$ cat src/rtl/fir_xifu_mem_responder_if.sv
// Bundles the CORE-V-XIF memory request/response/result channels and the OBI
// data port of the FIR XIFU memory responder. slave = responder, master = environment.
interface fir_xifu_mem_responder_if #(
  parameter int X_ID_WIDTH = 4
);
  logic                  mem_valid_i;
  logic                  mem_ready_o;
  logic [X_ID_WIDTH-1:0] mem_id_i;
  logic [31:0]           mem_addr_i;
  logic                  mem_we_i;
  logic [2:0]            mem_size_i;
  logic [3:0]            mem_be_i;
  logic [31:0]           mem_wdata_i;
  logic                  mem_last_i;
  logic                  mem_resp_exc_o;
  logic [5:0]            mem_resp_exccode_o;
  logic                  mem_result_valid_o;
  logic [X_ID_WIDTH-1:0] mem_result_id_o;
  logic [31:0]           mem_result_rdata_o;
  logic                  mem_result_err_o;
  logic                  data_req_o;
  logic                  data_gnt_i;
  logic [31:0]           data_addr_o;
  logic                  data_we_o;
  logic [3:0]            data_be_o;
  logic [31:0]           data_wdata_o;
  logic                  data_rvalid_i;
  logic [31:0]           data_rdata_i;
  logic                  data_err_i;

  modport slave (
    input  mem_valid_i, mem_id_i, mem_addr_i, mem_we_i, mem_size_i, mem_be_i,
           mem_wdata_i, mem_last_i,
    output mem_ready_o, mem_resp_exc_o, mem_resp_exccode_o,
           mem_result_valid_o, mem_result_id_o, mem_result_rdata_o, mem_result_err_o,
    output data_req_o, data_addr_o, data_we_o, data_be_o, data_wdata_o,
    input  data_gnt_i, data_rvalid_i, data_rdata_i, data_err_i
  );

  modport master (
    output mem_valid_i, mem_id_i, mem_addr_i, mem_we_i, mem_size_i, mem_be_i,
           mem_wdata_i, mem_last_i,
    input  mem_ready_o, mem_resp_exc_o, mem_resp_exccode_o,
           mem_result_valid_o, mem_result_id_o, mem_result_rdata_o, mem_result_err_o,
    input  data_req_o, data_addr_o, data_we_o, data_be_o, data_wdata_o,
    output data_gnt_i, data_rvalid_i, data_rdata_i, data_err_i
  );
endinterface

$ cat src/rtl/fir_xifu_mem_responder.sv
// XIF memory responder: one coprocessor request at a time, executed on an OBI port.
// Optional region (PMA) check compiled in with FIR_XIFU_MEM_RESP_PMA_EN.
module fir_xifu_mem_responder #(
  parameter int          X_ID_WIDTH = 4,
  parameter logic [31:0] ADDR_BASE  = 32'h0000_0000,
  parameter logic [31:0] ADDR_SIZE  = 32'h0010_0000
) (
  input  logic                           clk_i,
  input  logic                           rst_ni,
  input  logic                           clear_i,
  fir_xifu_mem_responder_if.slave        bus
);

  localparam logic [1:0] IDLE  = 2'd0;
  localparam logic [1:0] REQ   = 2'd1;
  localparam logic [1:0] RESP  = 2'd2;
  localparam logic [1:0] DRAIN = 2'd3;

  logic [1:0]            state_reg, state_next;
  logic                  abort_reg, abort_next;
  logic                  active_reg;
  logic [29:0]           addr_reg;
  logic                  we_reg;
  logic [3:0]            be_reg;
  logic [31:0]           wdata_reg;
  logic [X_ID_WIDTH-1:0] id_reg;
  logic                  res_valid_reg;
  logic [X_ID_WIDTH-1:0] res_id_reg;
  logic [31:0]           res_rdata_reg;
  logic                  res_err_reg;

  logic       is_half, is_word, misaligned, out_of_region, exc;
  logic [5:0] exc_code;
  logic       ready, handshake, accept, capture;

  // Unknown size encodings fall back to word alignment rules.
  assign is_half    = (bus.mem_size_i == 3'b010);
  assign is_word    = (bus.mem_size_i != 3'b001) && !is_half;
  assign misaligned = (is_word && (bus.mem_addr_i[1:0] != 2'b00)) ||
                      (is_half && bus.mem_addr_i[0]);

`ifdef FIR_XIFU_MEM_RESP_PMA_EN
  logic [31:0] offset;
  // Addresses below the base wrap to a large offset and fail the bound too.
  assign offset        = bus.mem_addr_i - ADDR_BASE;
  assign out_of_region = (offset >= ADDR_SIZE);
`else
  logic [31:0] unused_cfg;
  assign unused_cfg    = ADDR_BASE ^ ADDR_SIZE;
  assign out_of_region = 1'b0;
`endif

  logic unused_last;
  assign unused_last = bus.mem_last_i;

  assign exc      = misaligned || out_of_region;
  assign exc_code = misaligned ? (bus.mem_we_i ? 6'd6 : 6'd4)
                               : (bus.mem_we_i ? 6'd7 : 6'd5);

  assign ready     = active_reg && (state_reg == IDLE) && !clear_i;
  assign handshake = bus.mem_valid_i && ready;
  assign accept    = handshake && !exc;

  assign bus.mem_ready_o        = ready;
  assign bus.mem_resp_exc_o     = handshake && exc;
  assign bus.mem_resp_exccode_o = (handshake && exc) ? exc_code : 6'd0;

  always_comb begin
    state_next = state_reg;
    abort_next = abort_reg;
    capture    = 1'b0;
    case (state_reg)
      IDLE: begin
        abort_next = 1'b0;
        if (accept) state_next = REQ;
      end
      REQ: begin
        // An OBI request cannot be withdrawn; remember the clear until grant.
        if (clear_i) abort_next = 1'b1;
        if (bus.data_gnt_i) state_next = (abort_reg || clear_i) ? DRAIN : RESP;
      end
      RESP: begin
        if (bus.data_rvalid_i) begin
          state_next = IDLE;
          capture    = !clear_i;
        end else if (clear_i) begin
          state_next = DRAIN;
        end
      end
      DRAIN: begin
        if (bus.data_rvalid_i) state_next = IDLE;
      end
      default: state_next = IDLE;
    endcase
  end

  always_ff @(posedge clk_i or negedge rst_ni) begin
    if (!rst_ni) begin
      state_reg     <= IDLE;
      abort_reg     <= 1'b0;
      active_reg    <= 1'b0;
      addr_reg      <= '0;
      we_reg        <= 1'b0;
      be_reg        <= '0;
      wdata_reg     <= '0;
      id_reg        <= '0;
      res_valid_reg <= 1'b0;
      res_id_reg    <= '0;
      res_rdata_reg <= '0;
      res_err_reg   <= 1'b0;
    end else begin
      state_reg     <= state_next;
      abort_reg     <= abort_next;
      active_reg    <= 1'b1;
      res_valid_reg <= capture;
      if (accept) begin
        addr_reg  <= bus.mem_addr_i[31:2];
        we_reg    <= bus.mem_we_i;
        be_reg    <= bus.mem_be_i;
        wdata_reg <= bus.mem_wdata_i;
        id_reg    <= bus.mem_id_i;
      end
      if (capture) begin
        res_id_reg    <= id_reg;
        res_rdata_reg <= we_reg ? 32'h0 : bus.data_rdata_i;
        res_err_reg   <= bus.data_err_i;
      end
    end
  end

  assign bus.data_req_o   = (state_reg == REQ);
  assign bus.data_addr_o  = {addr_reg, 2'b00};
  assign bus.data_we_o    = we_reg;
  assign bus.data_be_o    = be_reg;
  assign bus.data_wdata_o = wdata_reg;

  assign bus.mem_result_valid_o = res_valid_reg;
  assign bus.mem_result_id_o    = res_id_reg;
  assign bus.mem_result_rdata_o = res_rdata_reg;
  assign bus.mem_result_err_o   = res_err_reg;

endmodule

$ cat src/flat_wrapper.sv
// flat-port wrapper written by rule: the top's interface ports become plain ports
module fir_xifu_mem_responder_flat 
#(
  parameter int          X_ID_WIDTH = 4,
  parameter logic [31:0] ADDR_BASE  = 32'h0000_0000,
  parameter logic [31:0] ADDR_SIZE  = 32'h0010_0000
)
  (clk_i, rst_ni, clear_i, bus_mem_valid_i, bus_mem_id_i, bus_mem_addr_i, bus_mem_we_i, bus_mem_size_i, bus_mem_be_i, bus_mem_wdata_i, bus_mem_last_i, bus_mem_ready_o, bus_mem_resp_exc_o, bus_mem_resp_exccode_o, bus_mem_result_valid_o, bus_mem_result_id_o, bus_mem_result_rdata_o, bus_mem_result_err_o, bus_data_req_o, bus_data_addr_o, bus_data_we_o, bus_data_be_o, bus_data_wdata_o, bus_data_gnt_i, bus_data_rvalid_i, bus_data_rdata_i, bus_data_err_i);
  fir_xifu_mem_responder_if #(.X_ID_WIDTH(X_ID_WIDTH)) bus_i ();
  input  logic clk_i;
  input  logic rst_ni;
  input  logic clear_i;
  input wire logic [$bits(bus_i.mem_valid_i)-1:0] bus_mem_valid_i;
  input wire logic [$bits(bus_i.mem_id_i)-1:0] bus_mem_id_i;
  input wire logic [$bits(bus_i.mem_addr_i)-1:0] bus_mem_addr_i;
  input wire logic [$bits(bus_i.mem_we_i)-1:0] bus_mem_we_i;
  input wire logic [$bits(bus_i.mem_size_i)-1:0] bus_mem_size_i;
  input wire logic [$bits(bus_i.mem_be_i)-1:0] bus_mem_be_i;
  input wire logic [$bits(bus_i.mem_wdata_i)-1:0] bus_mem_wdata_i;
  input wire logic [$bits(bus_i.mem_last_i)-1:0] bus_mem_last_i;
  output wire logic [$bits(bus_i.mem_ready_o)-1:0] bus_mem_ready_o;
  output wire logic [$bits(bus_i.mem_resp_exc_o)-1:0] bus_mem_resp_exc_o;
  output wire logic [$bits(bus_i.mem_resp_exccode_o)-1:0] bus_mem_resp_exccode_o;
  output wire logic [$bits(bus_i.mem_result_valid_o)-1:0] bus_mem_result_valid_o;
  output wire logic [$bits(bus_i.mem_result_id_o)-1:0] bus_mem_result_id_o;
  output wire logic [$bits(bus_i.mem_result_rdata_o)-1:0] bus_mem_result_rdata_o;
  output wire logic [$bits(bus_i.mem_result_err_o)-1:0] bus_mem_result_err_o;
  output wire logic [$bits(bus_i.data_req_o)-1:0] bus_data_req_o;
  output wire logic [$bits(bus_i.data_addr_o)-1:0] bus_data_addr_o;
  output wire logic [$bits(bus_i.data_we_o)-1:0] bus_data_we_o;
  output wire logic [$bits(bus_i.data_be_o)-1:0] bus_data_be_o;
  output wire logic [$bits(bus_i.data_wdata_o)-1:0] bus_data_wdata_o;
  input wire logic [$bits(bus_i.data_gnt_i)-1:0] bus_data_gnt_i;
  input wire logic [$bits(bus_i.data_rvalid_i)-1:0] bus_data_rvalid_i;
  input wire logic [$bits(bus_i.data_rdata_i)-1:0] bus_data_rdata_i;
  input wire logic [$bits(bus_i.data_err_i)-1:0] bus_data_err_i;
  assign bus_i.mem_valid_i = bus_mem_valid_i;
  assign bus_i.mem_id_i = bus_mem_id_i;
  assign bus_i.mem_addr_i = bus_mem_addr_i;
  assign bus_i.mem_we_i = bus_mem_we_i;
  assign bus_i.mem_size_i = bus_mem_size_i;
  assign bus_i.mem_be_i = bus_mem_be_i;
  assign bus_i.mem_wdata_i = bus_mem_wdata_i;
  assign bus_i.mem_last_i = bus_mem_last_i;
  assign bus_mem_ready_o = bus_i.mem_ready_o;
  assign bus_mem_resp_exc_o = bus_i.mem_resp_exc_o;
  assign bus_mem_resp_exccode_o = bus_i.mem_resp_exccode_o;
  assign bus_mem_result_valid_o = bus_i.mem_result_valid_o;
  assign bus_mem_result_id_o = bus_i.mem_result_id_o;
  assign bus_mem_result_rdata_o = bus_i.mem_result_rdata_o;
  assign bus_mem_result_err_o = bus_i.mem_result_err_o;
  assign bus_data_req_o = bus_i.data_req_o;
  assign bus_data_addr_o = bus_i.data_addr_o;
  assign bus_data_we_o = bus_i.data_we_o;
  assign bus_data_be_o = bus_i.data_be_o;
  assign bus_data_wdata_o = bus_i.data_wdata_o;
  assign bus_i.data_gnt_i = bus_data_gnt_i;
  assign bus_i.data_rvalid_i = bus_data_rvalid_i;
  assign bus_i.data_rdata_i = bus_data_rdata_i;
  assign bus_i.data_err_i = bus_data_err_i;
  fir_xifu_mem_responder #(.X_ID_WIDTH(X_ID_WIDTH), .ADDR_BASE(ADDR_BASE), .ADDR_SIZE(ADDR_SIZE)) u_core (.clk_i(clk_i), .rst_ni(rst_ni), .clear_i(clear_i), .bus(bus_i));
endmodule
$ cat config.mk
export PLATFORM = sky130hd
export DESIGN_NAME = fir_xifu_mem_responder_flat
export DESIGN_NICKNAME = d
export VERILOG_FILES = /design/src/rtl/fir_xifu_mem_responder_if.sv /design/src/rtl/fir_xifu_mem_responder.sv /design/src/flat_wrapper.sv
export SDC_FILE = /design/constraint.sdc
export NUM_CORES = 1
export LEC_CHECK = 0
export BUFFER_PORTS_ARGS = -buffer_cell sky130_fd_sc_hd__buf_2
export CAP_MARGIN = 10
export CORE_ASPECT_RATIO = 1.5
export CORE_UTILIZATION = 43
export CTS_BUF_LIST = sky130_fd_sc_hd__clkbuf_2
export DETAILED_ROUTE_END_ITERATION = 16
export GPL_ROUTABILITY_DRIVEN = 0
export PLACE_DENSITY = 0.8
export SLEW_MARGIN = 0
export SYNTH_ARGS = -nofsm -noshare
export SYNTH_HDL_FRONTEND = slang
export SYNTH_SLANG_ARGS = --single-unit
export TNS_END_PERCENT = 1
$ cat constraint.sdc
create_clock -name clk_i -period 5.05 [get_ports clk_i]
set_input_delay 1.01 -clock clk_i [delete_from_list [all_inputs] [get_ports clk_i]]
set_output_delay 1.01 -clock clk_i [all_outputs]
set_load 0.02 [all_outputs]
Word level (Yosys, flattened, before mapping)
Index checks and enable logic that the tools add are counted.
Widths: inputs -> output; s select.
- register bits: 113
- output and inout port bits: 116
- logic and storage cells: 56
- equality and inequality tests: 10
- multiplexer cells: 16
- reduce and logical (&&, ||, !) cells: 18
- operator list (operator ; count):
    $mux 32 ; 1
    $mux 2 ; 7
    $mux 6 ; 2
    $logic_and 1x1->1 ; 8
    $pmux 2 s4 ; 1
    $eq 2x2->1 const B ; 2
    $mux 1 ; 4
    $ne 2x1->1 const B ; 2
    $ne 2x2->1 const B ; 2
    $reduce_and 4->1 ; 1
    $reduce_bool 2->1 ; 2
    $eq 3x2->1 const B ; 1
    $logic_not 1->1 ; 3
    $ne 3x1->1 const B ; 1
    $ne 3x3->1 const B ; 1
    $eq 2x1->1 const B ; 1
    $logic_not 2->1 ; 1
    $logic_or 1x1->1 ; 2
    $pmux 1 s2 ; 1
    $reduce_and 2->1 ; 1

Logic depth before layout (Yosys ltp)
Gate-level depths: netlist (run 1).
- depth after elaboration: 9
- mapped depth: 5

Worst setup path before layout (run 1)
No wires, ideal clock.
- path type: in2out
- from: input port clear_i
- to: output port bus_mem_resp_exccode_o[2]
- data arrival time: 2.151 ns
- data required time: 4.040 ns
- path slack: 1.889 ns
- stages: 4
- buffers on the path: 1
- cell sequence: nor4b_4 > nand2_1 > nor2_1 > buf_4
- cells in the longest elaborated chain, start to end: 5
- ends and longest elaborated chain (what ; RTL line ; source):
    start: declaration ; flat_wrapper.sv:12 ; input logic clear_i;
    $logic_not 1->1 ; fir_xifu_mem_responder.sv:60 ; assign ready = active_reg && (state_reg == IDLE) && !clear_i;
    $logic_and 1x1->1 ; fir_xifu_mem_responder.sv:60 ;
    $logic_and 1x1->1 ; fir_xifu_mem_responder.sv:61 ; assign handshake = bus.mem_valid_i && ready;
    $logic_and 1x1->1 ; -- ;
    via bus_mem_resp_exc_o ; flat_wrapper.sv:22 ; output wire logic [$bits(bus_i.mem_resp_exc_o)-1:0] bus_mem_resp_exc_o;
    $mux 6 ; fir_xifu_mem_responder.sv:66 ; assign bus.mem_resp_exccode_o = (handshake && exc) ? exc_code : 6'd0;
    end: declaration ; flat_wrapper.sv:23 ; output wire logic [$bits(bus_i.mem_resp_exccode_o)-1:0] bus_mem_resp_exccode_o;
The timed path passes the listed nets, and every way through them passes these cells.

Worst setup path after layout (run 1)
- from: register u_core.state_reg[1]
- to: output port bus_mem_resp_exccode_o[1]
- cells in the longest elaborated chain, start to end: 6
- ends and longest elaborated chain (what ; RTL line ; source):
    start: declaration ; fir_xifu_mem_responder.sv:19 ; logic [1:0] state_reg, state_next;
    start signal: assignment ; fir_xifu_mem_responder.sv:112 ; state_reg <= state_next;
    $logic_not 2->1 ; fir_xifu_mem_responder.sv:60 ;
    $logic_and 1x1->1 (2 in a row) ; fir_xifu_mem_responder.sv:60 ;
    $logic_and 1x1->1 ; fir_xifu_mem_responder.sv:61 ;
    $logic_and 1x1->1 ; fir_xifu_mem_responder.sv:66 ;
    $mux 6 ; fir_xifu_mem_responder.sv:66 ;
Every way passes these cells.

==> impl_metrics.csv, run 1 <==
group,metric,value,unit
logic_synthesis,synth_common_cells,"113 x dfrtp_1, 69 x mux2_4, 34 x nand2_1",
global_routing,antenna_found_initial,1,
global_routing,grt_max_degree,80,
timing,max_freq,0.324,GHz
worst_setup_path,critPathLaunchType,"flop",
timing,setup_viol,0,
logic_synthesis,yosys_warnings,0,
logic_synthesis,synth_top_area_cell,"dfrtp_1",
clock_tree,cts_tree,"built",
timing,maxSlewHeadroom,0.332,
timing,worst_slack,1.96,ns
logic_synthesis,synth.avg_cell_area,14.3,µm²
clock_tree,clk_latency,0.61,ns
logic_synthesis,synthTopCellsByArea,"dfrtp_1 59%, mux2_4 22%, nand2b_1 4.2%",
power_and_ir_drop,vdd_drop_max,0.000267,V
power_and_ir_drop,pwr_density_cell,578,nW/µm²
clock_tree,clkTransAtPathRegs,0.16,ns
hold_path,min_path_type,"reg2reg",
timing,min_period,3.09,ns
timing,tns,0,ns
timing,hold_violations,0,
timing,final_max_slew_viol_count,0,
drt,drc,0,
final_layout,fillers,911,
clock_tree,cts_resized,0,
logic_synthesis,yosysUniqueCellTypes,25,
power_and_ir_drop,p_leak,3.56,nW
place,port-buffer-count,224,
floorplan,placementRows,46,
outcome,status,"finished clean",
drt,drt_wl_total,10300,µm
worst_setup_path,path_delay_family,"simple AND/OR/NAND/NOR gates",
clock_tree,ctsHoldBuffers,0,
worst_setup_path,cp_cell_sequence,"nor4b_4, nand2_1, nor3_1, buf_2",
timing,rsz0062_at_grt,"false",
timing,worst_pin_slew,1.00,ns
logic_synthesis,synthFlopType,"dfrtp_1",
global_routing,first_global_vias,3490,
place,place_hpwl,7560,µm
drt,dr_total_vias,3330,
clock_tree,cts_max_level,4,
timing,finalCritPeriodShare,0.612,
floorplan,die-area,11600,µm²
power_and_ir_drop,power.total,3.56,mW
final_layout,final_net_count,678,
clock_tree,numCtsBuffers,17,
global_routing,grt_pass1_wl,16400,µm
clock_tree,clock-root-buffer,"clkbuf_2",
final_layout,design_area,6160,µm²
worst_setup_path,cp_max_fo,7,
global_routing,gr-total-overflow,0,
worst_setup_path,cp_slowest_stage_delay,0.50,ns
logic_synthesis,synth_top_area_share,0.591,
logic_synthesis,synth.most_common_cell,"dfrtp_1",
final_layout,synthToLayoutAreaGrowth,28.9,%
logic_synthesis,synth_seq_area_share,0.591,
floorplan,die_y,131,µm
job,drv_cap,0,
floorplan,ioPinCount,232,
logic_synthesis,ys_ff_latch,113,
final_layout,drive_above_1_share,0.591,
floorplan,start_util,0.447,
clock_tree,postCtsSetupBuffers,0,
timing,finClkSkew,0.0229,ns
logic_synthesis,synthCells,335,
worst_setup_path,endpoint_kind,"output pin",
drt,drtIter0Drc,105,
floorplan,die_w,88.1,µm
drt,ant_nets,0,
place,dpl_cell_area,5970,µm²
worst_setup_path,path_class,"reg2out",
logic_synthesis,syn-cell-area,4780,µm²
timing,timing.hold.ws,0.494,ns
place,preCtsSetupSlack,1.97,ns
floorplan,fp.coreArea,10700,µm²
drt,wl_per_cell,14.4,µm
clock_tree,clkSinkCount,113,
worst_setup_path,required,4.04,ns
logic_synthesis,synthArstFlopShare,1.00,
worst_setup_path,cp_slowest_cell,"dfrtp_1",
global_routing,grt_usage,0.185,
worst_setup_path,cp.buffers_inverters,1,
drt,first_pass_iters,4,
drt,viasPerCell,4.63,
logic_synthesis,synth_edf_count,0,
clock_tree,cts_buffer_depth,2,
worst_setup_path,worstPathArrival,2.08,ns
==> cell type report <==
class	count	area (µm²)	area share
clock buffer	20	100	0.0162
sequential	113	2830	0.459
tap	144	180	0.0292
clock inverter	11	92.6	0.0150
antenna	1	2.50	0.000406
timing repair buffer	228	1150	0.187
inverter	3	11.3	0.00183
multi-input combinational	199	1790	0.291
==> stage by stage <==
step,std cells,util
3_5_place_dp,687,0.557
3_3_place_gp,687,0.557
4_1_cts,718,0.575
2_1_floorplan,340,-
6_report,719,0.576
5_1_grt,719,0.576
==> worst paths after layout <==
path / start / end / slack, ns / depth (start not counted)
hold reg to reg: u_core.bus.mem_result_rdata_o[29] / u_core.bus.mem_result_rdata_o[29] / 0.49 / 2
setup / recovery: u_core.state_reg[1] / bus_mem_resp_exccode_o[1] / 1.96 / 4
max in group asynchronous: rst_ni / u_core.bus.mem_result_rdata_o[21] / 3.48 / 2
setup reg to reg: u_core.state_reg[1] / u_core.addr_reg[19] / 2.95 / 4
min in group asynchronous: rst_ni / u_core.addr_reg[16] / 0.52 / 1
hold / removal: u_core.bus.mem_result_rdata_o[29] / u_core.bus.mem_result_rdata_o[29] / 0.49 / 2
==> placed cells by master (no fill, tap or decap) <==
| cell | instances |
|---|---|
| buf_2 | 223 |
| mux2_2 | 7 |
| o311ai_4 | 1 |
| a21oi_1 | 1 |
| bufinv_16 | 1 |
| nand4bb_2 | 1 |
| buf_4 | 5 |
| nand2_1 | 34 |
| nor3b_1 | 1 |
| a211oi_1 | 1 |
| inv_1 | 3 |
| clkinv_4 | 1 |
| nor4b_2 | 1 |
| nor3_1 | 1 |
| o21a_1 | 1 |
| clkbuf_2 | 20 |
| clkinv_1 | 1 |
| nand2b_1 | 32 |
| or3_1 | 1 |
| nor2_1 | 5 |
| nor4_1 | 1 |
| clkinvlp_4 | 4 |
| conb_1 | 7 |
| nor4b_4 | 1 |
| diode_2 | 1 |
| o21ai_0 | 32 |
| dfrtp_1 | 113 |
| clkinv_2 | 4 |
| mux2_4 | 69 |
| mux2i_1 | 1 |
| and2b_2 | 1 |
==> per-layer routing <==
metal  GRT usage  vias to the layer above  share of wire
met4      0.0950                        0          0.034
met3      0.0622                       27          0.063
met1       0.197                     1577           0.38
met2       0.318                      156           0.53
met5           0                        -              0
li1            -                     1570              -
==> kinds of logic after synthesis <==
group,count (synthesis),share of synthesized area
AO/OA/AOI/OAI,36,0.0432
AND/OR/NAND/NOR,79,0.0900
multiplexers,77,0.235
buffers and inverters,28,0.0385
other,2,0.00157
flip-flops,113,0.591
==> worst register-to-register path, stage by stage (launching register included) <==
cell and delay (ns):
dfrtp_1 0.50, nor4b_4 0.42, o311ai_4 0.16, buf_4 0.41, mux2_4 0.51
==> report_power, final <==
group | internal [mW] | switching, mW | total, mW | leakage, nW
clock network | 0.175 | 0.325 | 0.500 | 0.119
registers | 1.28 | 0.240 | 1.52 | 1.45
logic | 0.714 | 0.824 | 1.54 | 1.99
total | 2.17 | 1.39 | 3.56 | 3.56
Power figures use the tool's default switching activity.
==> run 2, diff against run 1 <==
ABC_AREA = 1   (was not set)
PLACE_DENSITY = 0.81   (was 0.8)
clock period = 3.1 ns   (was 5.05 ns; I/O delays follow)
==> impl_metrics.csv, run 2 <==
group,metric,value,unit
outcome,status,"finished clean",
drt,wl_per_cell,11.4,µm
clock_tree,cts_resized,0,
global_routing,grt_usage,0.185,
drt,dr_total_vias,3914,
floorplan,ioPinCount,232,
floorplan,die_w,86.6,µm
final_layout,synthToLayoutAreaGrowth,30.6,%
logic_synthesis,synth_edf_count,0,
global_routing,gr-total-overflow,0,
drt,highest_layer,"met4",
worst_setup_path,cp_slowest_cell,"dfrtp_1",
drt,drc,0,
final_layout,final_net_count,855,
drt,drt-met1-wl,4170,µm
hold_path,min_path_type,"in2reg",
logic_synthesis,synthFlopType,"dfrtp_1",
floorplan,placementRows,46,
global_routing,first_global_vias,3450,
place,dpl.cell_count,863,
job,drv_cap,0,
worst_setup_path,endpoint_kind,"output pin",
timing,maxSlewHeadroom,0.368,
timing,max_freq,0.411,GHz
drt,wl_met3,728,µm
logic_synthesis,synthTopCellsByArea,"dfrtp_1 61%, nand2_1 13%, o21ai_1 7.5%",
drt,first_pass_iters,4,
worst_setup_path,cp_cell_sequence,"nor2_2, nand2_2, nor2_4, nand2_1, nor2_1, buf_2",
timing,worst_pin_slew,0.947,ns
logic_synthesis,synth_common_cells,"157 x nand2_1, 113 x dfrtp_1, 86 x inv_1",
drt,viasPerCell,4.37,
worst_setup_path,path_class,"reg2out",
drt,ant_nets,0,
logic_synthesis,synth-simple-area-share,0.153,
clock_tree,clkSinkCount,113,
worst_setup_path,cp_max_fo,4,
floorplan,start_util,0.439,
logic_synthesis,synth.avg_cell_area,8.95,µm²
timing,rsz0062_at_grt,"false",
floorplan,die_y,129,µm
worst_setup_path,required,2.48,ns
floorplan,die-area,11200,µm²
drt,dr_wl_met2,5120,µm
timing,tns,0,ns
logic_synthesis,synth_top_area_cell,"dfrtp_1",
timing,finClkSkew,0.0351,ns
place,port-buffer-count,224,
logic_synthesis,synthCells,516,
floorplan,fp.coreArea,10500,µm²
timing,final_max_slew_viol_count,0,
clock_tree,clkTransAtPathRegs,0.19,ns
logic_synthesis,yosys_warnings,0,
clock_tree,numCtsBuffers,17,
clock_tree,cts_max_level,4,
power_and_ir_drop,p_leak,3.67,nW
logic_synthesis,synth_top_family_by_area,"simple AND/OR/NAND/NOR gates",
final_layout,num_antenna_cells,0,
clock_tree,cts_buffer_depth,2,
logic_synthesis,synth_top_area_share,0.612,
clock_tree,clk_latency,0.64,ns
timing,setup_viol,0,
logic_synthesis,syn-cell-area,4620,µm²
worst_setup_path,cp_slowest_stage_delay,0.45,ns
timing,min_period,2.44,ns
power_and_ir_drop,pwr_density_cell,943,nW/µm²
clock_tree,clock-root-buffer,"clkbuf_2",
final_layout,final_cell_mix,"223 x buf_2, 157 x nand2_1, 113 x dfrtp_1",
drt,drt_wl_total,10200,µm
timing,hold_violations,0,
logic_synthesis,synthXorXnorAreaFrac,0,
final_layout,stdcell_count,896,
timing,finalCritPeriodShare,0.786,
worst_setup_path,worstPathArrival,1.82,ns
logic_synthesis,ys_ff_latch,113,
clock_tree,cts_tree,"built",
global_routing,grt_max_degree,85,
clock_tree,postCtsSetupBuffers,0,
final_layout,drive_above_1_share,0.358,
logic_synthesis,synth_adder_area_share,0,
drt,drtIter0Drc,167,
logic_synthesis,synth.most_common_cell,"nand2_1",
logic_synthesis,synth_mux_area_frac,0,
final_layout,layout_commonest_cell,"buf_2",
logic_synthesis,synth_seq_area_share,0.612,
logic_synthesis,synthArstFlopShare,1.00,
global_routing,antenna_found_initial,0,
logic_synthesis,yosysUniqueCellTypes,23,
logic_synthesis,synth_compound_area_frac,0.118,
power_and_ir_drop,vdd_drop_max,0.000503,V
place,place_hpwl,7560,µm
clock_tree,ctsHoldBuffers,1,
worst_setup_path,critPathLaunchType,"flop",
global_routing,grt_pass1_wl,15800,µm
[run 2: changes by cell type in the layout (fill, tap and decap cells not counted), sizes merged, moves of 7 or more]
cell,delta
inv,+86
mux2,-76
nand2,+124
nand2b,-32
nand3,+7
o21ai,+73
[run 2: area by class of cell]
cell class | instances | area, µm²
timing repair buffer | 231 | 1200
tap | 144 | 180
clock buffer | 17 | 85.1
inverter | 86 | 323
clock inverter | 15 | 134
fill | 1019 | 4500
multi-input combinational | 290 | 1280
sequential | 113 | 2830
[run 2: stage by stage]
stage / hold WS (ns) / util / total power, mW / setup slack, ns / instance area (µm²)
floorplan: 0.324 / - / 3.95 / 1.08 / 4640
global placement: 0.453 / 0.551 / 4.78 / 0.991 / 5800
detailed placement: 0.464 / 0.551 / 4.86 / 0.978 / 5800
global route: 0.0653 / 0.573 / 6.13 / 0.429 / 6030
finish: 0.164 / 0.573 / 5.69 / 0.664 / 6030
CTS: 0.0828 / 0.573 / 5.77 / 0.567 / 6030
[run 2: worst max-delay path, delay by kind of cell (launching register included)]
kind                   cells  cell delay (ns)
buffers and inverters      1             0.16
DFF                        1             0.45
and+or+nand+nor            5             0.61
[run 2: report_power, final]
part | switching, mW | internal [mW]
sequential | 0.322 | 2.11
combinational | 1.55 | 0.816
clock | 0.598 | 0.294
[run 2: worst paths after layout]
path	startpoint	to	slack, ns	cells past startpoint
min reg2reg	u_core.id_reg[1]	u_core.bus.mem_result_id_o[1]	0.50	2
min	bus_data_err_i	u_core.bus.mem_result_err_o	0.16	3
max reg2reg	u_core.state_reg[1]	u_core.bus.mem_result_rdata_o[18]	1.39	5
max	u_core.state_reg[1]	bus_mem_resp_exccode_o[1]	0.66	6
max in group asynchronous	rst_ni	u_core.state_reg[1]	1.86	3
min in group asynchronous	rst_ni	u_core.bus.mem_result_rdata_o[26]	0.48	2
[run 2: metal layers]
layer  up-vias  GRT usage
met5         -          0
met2       158      0.317
met4         0     0.0833
li1       2015          -
met3        15     0.0648
met1      1726      0.207
[run 2: cells by family after synthesis]
| logic type | after synthesis |
|---|---|
| flops | 113 |
| compound gates | 108 |
| other cells | 2 |
| buf+inv | 118 |
| simple gates | 175 |
==> run 3, diff against run 2 <==
clock period = 2.5 ns   (was 3.1 ns; I/O delays follow)
==> impl_metrics.csv, run 3 (synthesis results as in run 2) <==
group,metric,value,unit
floorplan,placementRows,46,
worst_setup_path,required,2.00,ns
drt,drtIter0Drc,135,
final_layout,synthToLayoutAreaGrowth,45.0,%
global_routing,gr-total-overflow,0,
global_routing,antenna_found_initial,0,
hold_path,min_path_type,"in2reg",
final_layout,final_cell_mix,"222 x buf_2, 157 x nand2_1, 111 x dfrtp_1",
global_routing,grt_usage,0.218,
place,place_hpwl,7790,µm
power_and_ir_drop,pwr_density_cell,1100,nW/µm²
floorplan,ioPinCount,232,
final_layout,regArea,2830,µm²
global_routing,grt_pass1_wl,18600,µm
floorplan,die_y,129,µm
drt,dr_total_vias,4373,
timing,max_freq,0.435,GHz
power_and_ir_drop,power.total,7.37,mW
drt,ant_nets,0,
hold_path,whs_endpoint,"u_core.addr_reg[23]",
drt,wl_per_cell,12.3,µm
final_layout,num_antenna_cells,0,
job,drv_cap,0,
timing,timing.hold.ws,0.114,ns
worst_setup_path,cp_max_fo,4,
power_and_ir_drop,combPwrFrac,0.418,
worst_setup_path,reg2reg_to,"u_core.bus.data_be_o[1]",
timing,hold_violations,0,
clock_tree,numCtsBuffers,17,
worst_setup_path,reg2reg_setup_slack,0.63,ns
floorplan,die-area,11200,µm²
clock_tree,clock-root-buffer,"clkbuf_2",
timing,finClkSkew,0.0113,ns
power_and_ir_drop,p_sw_frac,0.422,
power_and_ir_drop,p_int,4.26,mW
power_and_ir_drop,p_sw,3.11,mW
power_and_ir_drop,p_leak,3.94,nW
global_routing,first_global_vias,4089,
clock_tree,cts_tree,"built",
worst_setup_path,reg2reg_from,"u_core.state_reg[1]",
final_layout,stdcell_count,957,
clock_tree,cts_buffer_depth,2,
global_routing,grt_max_degree,85,
final_layout,multi_input_area,1280,µm²
drt,first_pass_iters,5,
power_and_ir_drop,clkPwrFrac,0.170,
clock_tree,clkSinkCount,113,
worst_setup_path,path_class,"reg2out",
clock_tree,clkTransAtPathRegs,0.16,ns
timing,worst_pin_slew,0.548,ns
place,dpl.cell_count,866,
timing,min_period,2.30,ns
clock_tree,clk_latency,0.61,ns
power_and_ir_drop,power.share.sequential,0.411,
timing,rsz0062_at_grt,"false",
final_layout,final_net_count,916,
timing,maxSlewHeadroom,0.634,
hold_path,worstHoldStart,"bus_mem_addr_i[25]",
drt,viasPerCell,4.57,
timing,final_max_slew_viol_count,0,
hold_path,hold_path_depth,3,
drt,drc,0,
final_layout,fillers,850,
power_and_ir_drop,vdd_drop_max,0.000523,V
timing,finalCritPeriodShare,0.920,
clock_tree,cts_max_level,4,
worst_setup_path,rr_worst_depth,7,
final_layout,layout_commonest_cell,"buf_2",
outcome,status,"finished clean",
floorplan,fp.coreArea,10500,µm²
place,port-buffer-count,224,
floorplan,die_w,86.6,µm
drt,drt_wl_total,11800,µm
final_layout,drive_above_1_share,0.337,
timing,tns,0,ns
worst_setup_path,critPathLaunchType,"flop",
worst_setup_path,worstPathArrival,1.80,ns
timing,setup_viol,0,
floorplan,start_util,0.439,
worst_setup_path,endpoint_kind,"output pin",
[run 3: cell types whose count changed in the layout (fill, tap and decap cells not counted), sizes merged]
| cell | previous run | this run |
|---|---|---|
| dlygate4sd3 | 1 | 58 |
| buf | 230 | 234 |
| bufinv | 1 | 3 |
| clkinv | 9 | 7 |
| clkinvlp | 2 | 3 |
| inv | 89 | 88 |
[run 3: how the worst max path moves through the flow]
stage | from | endpoint | slack [ns] | depth (start not counted)
4_1_cts | u_core.state_reg[1] | bus_mem_resp_exccode_o[1] | 0.02 | 6
2_1_floorplan | bus_mem_addr_i[1] | bus_mem_resp_exccode_o[2] | 0.72 | 6
3_5_place_dp | bus_mem_addr_i[1] | u_core.addr_reg[24] | 0.51 | 7
3_3_place_gp | bus_mem_addr_i[1] | u_core.addr_reg[23] | 0.55 | 7
5_1_grt | u_core.state_reg[1] | bus_mem_resp_exccode_o[1] | 0.01 | 6
6_report | u_core.state_reg[1] | bus_mem_resp_exccode_o[1] | 0.20 | 6
[run 3: layout make-up]
type                       count  share of cell area
clock inverter                15              0.0248
clock buffer                  17              0.0127
multi-input combinational    290               0.192
timing repair buffer         292               0.273
inverter                      86              0.0482
sequential                   113               0.422
tap                          144              0.0269
[run 3: timing repair]
item / in CTS / in global routing
setup endpoints to repair: 0 / 3
hold endpoints to repair: 93 / 0
hold buffers: 58 / 0
gates resized for setup: 0 / 4
setup buffers: 0 / 1
[run 3: metal layers]
metal / vias to the layer above / wire length, µm / global-route usage
met5: - / 0 / 0
met4: 0 / 244 / 0.0941
met3: 24 / 913 / 0.0757
met2: 203 / 6230 / 0.389
met1: 2003 / 4400 / 0.230
li1: 2143 / - / -
[run 3: critical path: stages, from the launching register on]
cell and delay [ns]:
dfrtp_2 0.48, nor2_4 0.14, nand2_2 0.09, nor2_4 0.12, nand2_1 0.12, nor2_1 0.10, buf_4 0.14
[run 3: power groups by stage]
stage | Sequential [mW] | Clock [mW] | Combinational [mW]
final | 3.03 | 1.25 | 3.08
after global routing | 3.13 | 1.38 | 3.38
after CTS | 3.01 | 1.31 | 3.07
after detailed placement | 3.04 | 0 | 3.00
after global placement | 3.01 | 0 | 2.93
after floorplan | 4.00 | 0 | 0.892
[run 3: through the flow]
step            util  instance area, µm²  worst slack, ns
4_1_cts        0.634                6680           0.0232
6_report       0.636                6700            0.199
3_5_place_dp   0.555                5850            0.511
3_3_place_gp   0.555                5850            0.551
5_1_grt        0.636                6700           0.0122
2_1_floorplan      -                4640            0.717
